File: config.mk
export PLATFORM = sky130hd
export DESIGN_NAME = mandelbrot_coord_gen_flat
export DESIGN_NICKNAME = d
export VERILOG_FILES = /design/src/rtl/mandelbrot_pkg.sv /design/src/rtl/mandelbrot_coord_gen_if.sv /design/src/rtl/mandelbrot_coord_gen.sv /design/src/flat_wrapper.sv
export SDC_FILE = /design/constraint.sdc
export NUM_CORES = 1
export LEC_CHECK = 0
export CAP_MARGIN = 20
export CORE_UTILIZATION = 35
export DETAILED_ROUTE_END_ITERATION = 16
export PLACE_DENSITY_LB_ADDON = 0.08
export SLEW_MARGIN = 20
export SYNTH_ARGS = -nofsm -noshare
export SYNTH_HDL_FRONTEND = slang
export SYNTH_SLANG_ARGS = --single-unit
File: constraint.sdc
create_clock -name clk -period 2.8 [get_ports clk]
set_input_delay 0.42 -clock clk [delete_from_list [all_inputs] [get_ports clk]]
set_output_delay 0.42 -clock clk [all_outputs]
set_load 0.005 [all_outputs]
File: src/rtl/mandelbrot_pkg.sv
`default_nettype none
// ============================================================================
// Module      : mandelbrot_pkg
// Description : Shared definitions for the Mandelbrot pipeline. Holds the
//               Q4.28 fixed-point format used by both the coordinate
//               generator and the iteration unit, the default frame geometry
//               and the coordinate generator state encoding.
// Revision    : 1.0 - initial release
// ============================================================================
package mandelbrot_pkg;

    // Q4.28 signed fixed point: 4 integer bits (incl. sign), 28 fraction bits
    localparam int              COORD_W   = 32;
    localparam int              FRAC_BITS = 28;
    localparam logic [31:0]     ONE       = 32'h1000_0000;

    // Default frame geometry
    localparam int              DEF_H_RES = 640;
    localparam int              DEF_V_RES = 480;

    // Coordinate generator state encoding
    typedef enum logic [0:0] {
        IDLE = 1'b0,
        RUN  = 1'b1
    } gen_state_t;

endpackage : mandelbrot_pkg
`default_nettype wire

File: src/rtl/mandelbrot_coord_gen_if.sv
`default_nettype none
// ============================================================================
// Module      : mandelbrot_coord_gen_if
// Description : Valid/ready coordinate stream between the coordinate
//               generator (master) and the iteration unit / pixel placement
//               logic (slave).
//   cr, ci     : complex coordinate of the beat, Q4.28
//   x, y       : pixel column / row of the beat
//   sof        : beat is pixel (0,0)
//   eol        : beat is the last pixel of a line
//   eof        : beat is the last pixel of the frame
//   valid_out  : beat present (driven by master)
//   ready_in   : beat accepted (driven by slave)
// Revision    : 1.0 - initial release
// ============================================================================
interface mandelbrot_coord_gen_if #(
    parameter int XW = 10,
    parameter int YW = 10
);
    import mandelbrot_pkg::*;

    logic [COORD_W-1:0] cr;
    logic [COORD_W-1:0] ci;
    logic [XW-1:0]      x;
    logic [YW-1:0]      y;
    logic               sof;
    logic               eol;
    logic               eof;
    logic               valid_out;
    logic               ready_in;

    modport master (
        output cr, ci, x, y, sof, eol, eof, valid_out,
        input  ready_in
    );

    modport slave (
        input  cr, ci, x, y, sof, eol, eof, valid_out,
        output ready_in
    );

endinterface : mandelbrot_coord_gen_if
`default_nettype wire

File: src/rtl/mandelbrot_coord_gen.sv
`default_nettype none
// ============================================================================
// Module      : mandelbrot_coord_gen
// Description : Raster-scan coordinate source for the Mandelbrot pipeline.
//               A start pulse (while idle) latches the viewport and emits
//               H_RES x V_RES beats, one per pixel, on a valid/ready stream.
//               Coordinates are accumulated incrementally (no multiplier):
//               cr = x_start + x*step, ci = y_start - y*step, modulo 2^32.
// Ports       :
//   clk        in   clock
//   reset      in   synchronous, active-low reset
//   start      in   one-cycle frame request, honoured only while idle
//   x_start    in   real part of top-left pixel, Q4.28
//   y_start    in   imaginary part of top-left pixel, Q4.28
//   step       in   per-pixel increment, Q4.28
//   busy       out  frame in progress
//   frame_done out  one-cycle pulse after the last beat transfers
//   stream     master side of mandelbrot_coord_gen_if
// Revision    : 1.0 - initial release
// ============================================================================
module mandelbrot_coord_gen
    import mandelbrot_pkg::*;
#(
    parameter int H_RES = DEF_H_RES,
    parameter int V_RES = DEF_V_RES,
    parameter int XW    = 10,
    parameter int YW    = 10
) (
    input  wire logic               clk,
    input  wire logic               reset,
    input  wire logic               start,
    input  wire logic [COORD_W-1:0] x_start,
    input  wire logic [COORD_W-1:0] y_start,
    input  wire logic [COORD_W-1:0] step,
    output logic                    busy,
    output logic                    frame_done,
    mandelbrot_coord_gen_if.master  stream
);

    localparam logic [XW-1:0] c_x_last = XW'(H_RES - 1);
    localparam logic [YW-1:0] c_y_last = YW'(V_RES - 1);

    gen_state_t         r_state;
    logic [COORD_W-1:0] r_x_start;
    logic [COORD_W-1:0] r_step;
    logic [COORD_W-1:0] r_cr;
    logic [COORD_W-1:0] r_ci;
    logic [XW-1:0]      r_x;
    logic [YW-1:0]      r_y;
    logic               r_valid;
    logic               r_busy;
    logic               r_frame_done;

    gen_state_t         w_state_nxt;
    logic [COORD_W-1:0] w_x_start_nxt;
    logic [COORD_W-1:0] w_step_nxt;
    logic [COORD_W-1:0] w_cr_nxt;
    logic [COORD_W-1:0] w_ci_nxt;
    logic [XW-1:0]      w_x_nxt;
    logic [YW-1:0]      w_y_nxt;
    logic               w_valid_nxt;
    logic               w_busy_nxt;
    logic               w_frame_done_nxt;

    logic               w_xfer;
    logic               w_last_col;
    logic               w_last_row;

    assign w_xfer     = r_valid & stream.ready_in;
    assign w_last_col = (r_x == c_x_last);
    assign w_last_row = (r_y == c_y_last);

    // ------------------------------------------------------------------------
    // State and datapath registers
    // ------------------------------------------------------------------------
    always_ff @(posedge clk) begin
        if (!reset) begin
            r_state      <= IDLE;
            r_x_start    <= '0;
            r_step       <= '0;
            r_cr         <= '0;
            r_ci         <= '0;
            r_x          <= '0;
            r_y          <= '0;
            r_valid      <= 1'b0;
            r_busy       <= 1'b0;
            r_frame_done <= 1'b0;
        end else begin
            r_state      <= w_state_nxt;
            r_x_start    <= w_x_start_nxt;
            r_step       <= w_step_nxt;
            r_cr         <= w_cr_nxt;
            r_ci         <= w_ci_nxt;
            r_x          <= w_x_nxt;
            r_y          <= w_y_nxt;
            r_valid      <= w_valid_nxt;
            r_busy       <= w_busy_nxt;
            r_frame_done <= w_frame_done_nxt;
        end
    end

    // ------------------------------------------------------------------------
    // Next-state / next-datapath logic. Every register holds unless a start
    // is accepted in IDLE or a beat transfers in RUN, which keeps the beat
    // stable under backpressure.
    // ------------------------------------------------------------------------
    always_comb begin
        w_state_nxt      = r_state;
        w_x_start_nxt    = r_x_start;
        w_step_nxt       = r_step;
        w_cr_nxt         = r_cr;
        w_ci_nxt         = r_ci;
        w_x_nxt          = r_x;
        w_y_nxt          = r_y;
        w_valid_nxt      = r_valid;
        w_busy_nxt       = r_busy;
        w_frame_done_nxt = 1'b0;

        case (r_state)
            IDLE: begin
                if (start) begin
                    // ci is loaded directly from y_start and only ever
                    // decremented, so y_start itself need not be kept.
                    w_x_start_nxt = x_start;
                    w_step_nxt    = step;
                    w_cr_nxt      = x_start;
                    w_ci_nxt      = y_start;
                    w_x_nxt       = '0;
                    w_y_nxt       = '0;
                    w_valid_nxt   = 1'b1;
                    w_busy_nxt    = 1'b1;
                    w_state_nxt   = RUN;
                end
            end

            RUN: begin
                if (w_xfer) begin
                    if (!w_last_col) begin
                        w_x_nxt  = r_x + XW'(1);
                        w_cr_nxt = r_cr + r_step;
                    end else if (!w_last_row) begin
                        // Next line: rows descend the imaginary axis
                        w_x_nxt  = '0;
                        w_y_nxt  = r_y + YW'(1);
                        w_cr_nxt = r_x_start;
                        w_ci_nxt = r_ci - r_step;
                    end else begin
                        // eof beat accepted; coordinates simply hold
                        w_valid_nxt      = 1'b0;
                        w_busy_nxt       = 1'b0;
                        w_frame_done_nxt = 1'b1;
                        w_state_nxt      = IDLE;
                    end
                end
            end

            default: begin
                w_state_nxt = IDLE;
            end
        endcase
    end

    // ------------------------------------------------------------------------
    // Outputs. Markers are qualified by valid so they read 0 whenever no
    // beat is present (x=y=0 after reset would otherwise decode as sof).
    // ------------------------------------------------------------------------
    assign stream.cr        = r_cr;
    assign stream.ci        = r_ci;
    assign stream.x         = r_x;
    assign stream.y         = r_y;
    assign stream.valid_out = r_valid;
    assign stream.sof       = r_valid & (r_x == '0) & (r_y == '0);
    assign stream.eol       = r_valid & w_last_col;
    assign stream.eof       = r_valid & w_last_col & w_last_row;
    assign busy             = r_busy;
    assign frame_done       = r_frame_done;

endmodule : mandelbrot_coord_gen
`default_nettype wire

File: src/flat_wrapper.sv
// flat-port wrapper written by rule: the top's interface ports become plain ports
module mandelbrot_coord_gen_flat import mandelbrot_pkg::*;
#(
    parameter int H_RES = DEF_H_RES,
    parameter int V_RES = DEF_V_RES,
    parameter int XW    = 10,
    parameter int YW    = 10
)
  (clk, reset, start, x_start, y_start, step, busy, frame_done, stream_cr, stream_ci, stream_x, stream_y, stream_sof, stream_eol, stream_eof, stream_valid_out, stream_ready_in);
  mandelbrot_coord_gen_if #(.XW(XW), .YW(YW)) stream_i ();
  input  wire logic clk;
  input  wire logic reset;
  input  wire logic start;
  input  wire logic [COORD_W-1:0] x_start;
  input  wire logic [COORD_W-1:0] y_start;
  input  wire logic [COORD_W-1:0] step;
  output logic busy;
  output logic frame_done;
  output wire logic [$bits(stream_i.cr)-1:0] stream_cr;
  output wire logic [$bits(stream_i.ci)-1:0] stream_ci;
  output wire logic [$bits(stream_i.x)-1:0] stream_x;
  output wire logic [$bits(stream_i.y)-1:0] stream_y;
  output wire logic [$bits(stream_i.sof)-1:0] stream_sof;
  output wire logic [$bits(stream_i.eol)-1:0] stream_eol;
  output wire logic [$bits(stream_i.eof)-1:0] stream_eof;
  output wire logic [$bits(stream_i.valid_out)-1:0] stream_valid_out;
  input wire logic [$bits(stream_i.ready_in)-1:0] stream_ready_in;
  assign stream_cr = stream_i.cr;
  assign stream_ci = stream_i.ci;
  assign stream_x = stream_i.x;
  assign stream_y = stream_i.y;
  assign stream_sof = stream_i.sof;
  assign stream_eol = stream_i.eol;
  assign stream_eof = stream_i.eof;
  assign stream_valid_out = stream_i.valid_out;
  assign stream_i.ready_in = stream_ready_in;
  mandelbrot_coord_gen #(.H_RES(H_RES), .V_RES(V_RES), .XW(XW), .YW(YW)) u_core (.clk(clk), .reset(reset), .start(start), .x_start(x_start), .y_start(y_start), .step(step), .busy(busy), .frame_done(frame_done), .stream(stream_i));
endmodule
==> impl_metrics.env <==
export IMPL_drt_pass1_iterations=5
export IMPL_critPathBufInv=2
export IMPL_outcome="completed"
export IMPL_dp_hpwl_um=24400
export IMPL_seq_area_um2=3040
export IMPL_worst_hold_slack_ps=453
export IMPL_layout_drive_gt1_share=0.136
export IMPL_slew_limit_headroom=0.461
export IMPL_initialDrtViolationCount=443
export IMPL_syn_avg_cell_area_um2=7.67
export IMPL_vias=9902
export IMPL_cp_end_kind="flip-flop"
export IMPL_die_area_um2=28500
export IMPL_fp_dieH_um=169
export IMPL_synthesis_nets=1436
export IMPL_die_x_um=169
export IMPL_clockBufferDepth=2
export IMPL_area_growth_pct=38.2
export IMPL_drv_cap=0
export IMPL_overflow=0
export IMPL_clk_pin_slew_ps=70
export IMPL_seq_power_share=0.344
export IMPL_p_int_w=0.00480
export IMPL_wl_per_cell_um=17.9
export IMPL_ys_seq_area_frac=0.311
export IMPL_rsz0062_at_grt="yes"
export IMPL_pin_count=190
export IMPL_worst_slew_pin_slew_ps=808
export IMPL_hold_class="flip-flop to flip-flop"
export IMPL_finalSetupViolCount=0
export IMPL_vias_per_cell=5.24
export IMPL_tritoncts_num_buffers=17
export IMPL_timing_fmax_mhz=366
export IMPL_tns_ps=0
export IMPL_crit_path_max_fanout=4
export IMPL_synth_flop_cell="dfxtp_1"
export IMPL_async_flop_share=0
export IMPL_cts_sinks=151
export IMPL_critPathMaxStageDelay_ps=420
export IMPL_grt_usage=0.235
export IMPL_wirelength_um=33800
export IMPL_postCtsHoldBufs=0
export IMPL_drv_slew=0
export IMPL_worst_ep_arrival_time_ps=3040
export IMPL_syn_inst=1268
export IMPL_worstSetupPathType="flip-flop to flip-flop"
export IMPL_fin_crit_sh=0.977
export IMPL_cts_tree="built"
export IMPL_cellPowerDensity_nw_per_um2=524
export IMPL_dpl_instance_area_um2=12600
export IMPL_synth_seq_cells=151
export IMPL_ant_nets=0
export IMPL_final_nets=1674
export IMPL_critPathTopFamily="compound AO/OA/AOI/OAI gates"
export IMPL_final_util=0.496
export IMPL_yosys_warnings=0
export IMPL_comb_power_share=0.321
export IMPL_synth_edff_count=0
export IMPL_clock_latency_ps=430
export IMPL_worst_ep_required_time_ps=3110
export IMPL_num_rows=60
export IMPL_slowest_stage="a2111oi_4"
export IMPL_pre_cts_slack_ps=-246
export IMPL_fin_skew_ps=17.6
export IMPL_multi_input_area_um2=6440
export IMPL_core_area_um2=27100
export IMPL_grt_start_max_net_pins=90
export IMPL_power_leakage_nw=5.42
export IMPL_initial_utilization=0.359
export IMPL_grt_pass1_vias=9500
export IMPL_p_switching_w=0.00224
export IMPL_setup_ws_ps=65.2
export IMPL_htreeDepth=4
export IMPL_path_cells="buf_4 > ha_4 > buf_4 > nor2b_4 > o31a_1 > o22a_2 > a2111oi_4 > o31a_4 > a21oi_4 > a2111oi_4 > mux2i_1 > a31oi_1"
export IMPL_grt_pass1_wl_um=52100
export IMPL_swShare=0.318
export IMPL_stdcell_area_um2=13400
export IMPL_cts_root_buf="clkbuf_16"
export IMPL_drc=0
export IMPL_peakVddDrop_mv=0.314
export IMPL_antenna_found_initial=1
export IMPL_n_fill_cell=2720
export IMPL_clkPwrFrac=0.335
export IMPL_ys_types=76
export IMPL_hold_viol=0
export IMPL_gp_congestion=0.870
export IMPL_portBuffers=189
export IMPL_min_period_ps=2730
export IMPL_cp_start_kind="flip-flop"
export IMPL_synth_cell_area_um2=9720
-- sequential cells by signal, indices dropped and copies added, names as in the netlist --
| name | cells |
|---|---|
| u_core.frame_done | 1 |
| u_core.stream.y | 10 |
| u_core.r_step | 32 |
| u_core.r_x_start | 32 |
| u_core.r_state | 1 |
| u_core.stream.cr | 32 |
| u_core.stream.ci | 32 |
| u_core.busy | 1 |
| u_core.stream.x | 10 |
-- synthesized netlist by cell type (3+ instances only) --
cell type  instances  share of area
a211oi_1          28          0.022
a21o_1            38          0.029
a21oi_1          160          0.082
a221o_1            3         0.0031
a221oi_1           7         0.0063
a311oi_1           4         0.0036
a31oi_1           16          0.010
and2_1             8         0.0051
and3_1             7         0.0045
and4_1             7         0.0063
buf_1              6         0.0023
buf_2              4         0.0021
buf_4              3         0.0023
clkbuf_1          55          0.021
clkbuf_8           3         0.0042
dfxtp_1          151           0.31
ha_1              66          0.085
inv_1             50          0.019
mux2i_1           20          0.021
nand2_1          221          0.085
nand2b_1           5         0.0032
nand3_1           16         0.0082
nand3b_1           4         0.0031
nand4_1           19          0.012
nor2_1            88          0.034
nor2b_1           10         0.0064
nor3_1            26          0.013
nor4_1             5         0.0032
nor4b_1            3         0.0027
o211ai_1          24          0.019
o21a_1            13          0.010
o21ai_0           62          0.032
o21bai_1           6         0.0046
o22ai_1            3         0.0019
o311ai_0           3         0.0027
o31a_1             3         0.0027
o31ai_1            5         0.0039
or2_2              4         0.0026
or3_1              9         0.0058
xnor2_1           23          0.021
xor2_1            33          0.030
-- layout make-up --
| class | count | area share |
|---|---|---|
| Antenna cell | 1 | 0.000186 |
| Clock buffer | 20 | 0.0348 |
| Clock inverter | 10 | 0.00903 |
| Inverter | 51 | 0.0143 |
| Multi-Input combinational cell | 995 | 0.480 |
| Sequential cell | 151 | 0.226 |
| Tap cell | 372 | 0.0346 |
| Timing Repair Buffer | 290 | 0.201 |
-- layer usage --
metal / global-route usage / up-vias / wire [um]
met5: 0 / - / 0
met4: 0.0486 / 0 / 320
met3: 0.0379 / 15 / 1250
met2: 0.403 / 202 / 16400
met1: 0.309 / 4681 / 15800
li1: - / 5004 / -
-- per-stage QoR --
stage | cells | power, W
after global routing | 1890 | 0.00740
final | 1890 | 0.00704
after detailed placement | 1856 | 0.00464
after floorplan | 1268 | 0.00375
after global placement | 1856 | 0.00464
after CTS | 1886 | 0.00703
-- worst min-delay path, delay by kind of cell (launching register included) --
family / cells / cell delay (ps)
AND/OR/NAND/NOR: 1 / 50
flip-flops: 1 / 310
AO/OA/AOI/OAI: 1 / 50
-- path summary, 6_finish.rpt --
kind / startpoint / end / slack (ps) / depth (start not counted)
setup / recovery: u_core.r_step[0] / u_core.stream.ci[29] / 70 / 12
hold / removal: u_core.r_x_start[28] / u_core.r_x_start[28] / 450 / 2
setup reg to reg: u_core.r_step[0] / u_core.stream.ci[29] / 70 / 12
hold reg to reg: u_core.r_x_start[28] / u_core.r_x_start[28] / 450 / 2
-- repair_timing --
| item | CTS | global route |
|---|---|---|
| buffers inserted | 0 | 3 |
| gates resized for setup | 18 | 47 |
| endpoints found under the setup margin | 19 | 37 |
| pin swaps | 7 | 11 |
-- cell families after synthesis --
family	Yosys count	synth area share
adders and majority gates	68	0.0890
and+or+nand+nor	445	0.209
muxes	22	0.0229
AOI/OAI and AO/OA	404	0.265
buffers and inverters	122	0.0519
xor gates and xnor gates	56	0.0504
DFF	151	0.311
-- power groups by stage --
stage	Clock [W]	Sequential, W	Combinational [W]
6_report	0.00236	0.00242	0.00226
5_1_grt	0.00249	0.00244	0.00247
4_1_cts	0.00241	0.00242	0.00221
3_5_place_dp	0	0.00246	0.00218
3_3_place_gp	0	0.00246	0.00218
2_1_floorplan	0	0.00243	0.00132
-- cells in the final DEF (no fill, tap or decap), types with 7 or more instances in the layout --
cell type,n
a211oi_1,27
a21o_1,38
a21oi_1,149
a21oi_2,9
a31oi_1,14
and2_1,8
and4_1,7
buf_4,96
clkbuf_16,18
clkdlybuf4s50_1,189
dfxtp_1,141
dfxtp_2,8
ha_1,61
inv_1,49
mux2i_1,20
nand2_1,220
nand3_1,16
nand4_1,19
nor2_1,88
nor3_1,24
o211ai_1,24
o21a_1,13
o21ai_0,54
or3_1,9
xnor2_1,23
xor2_1,33
Power figures use the tool's default switching activity.
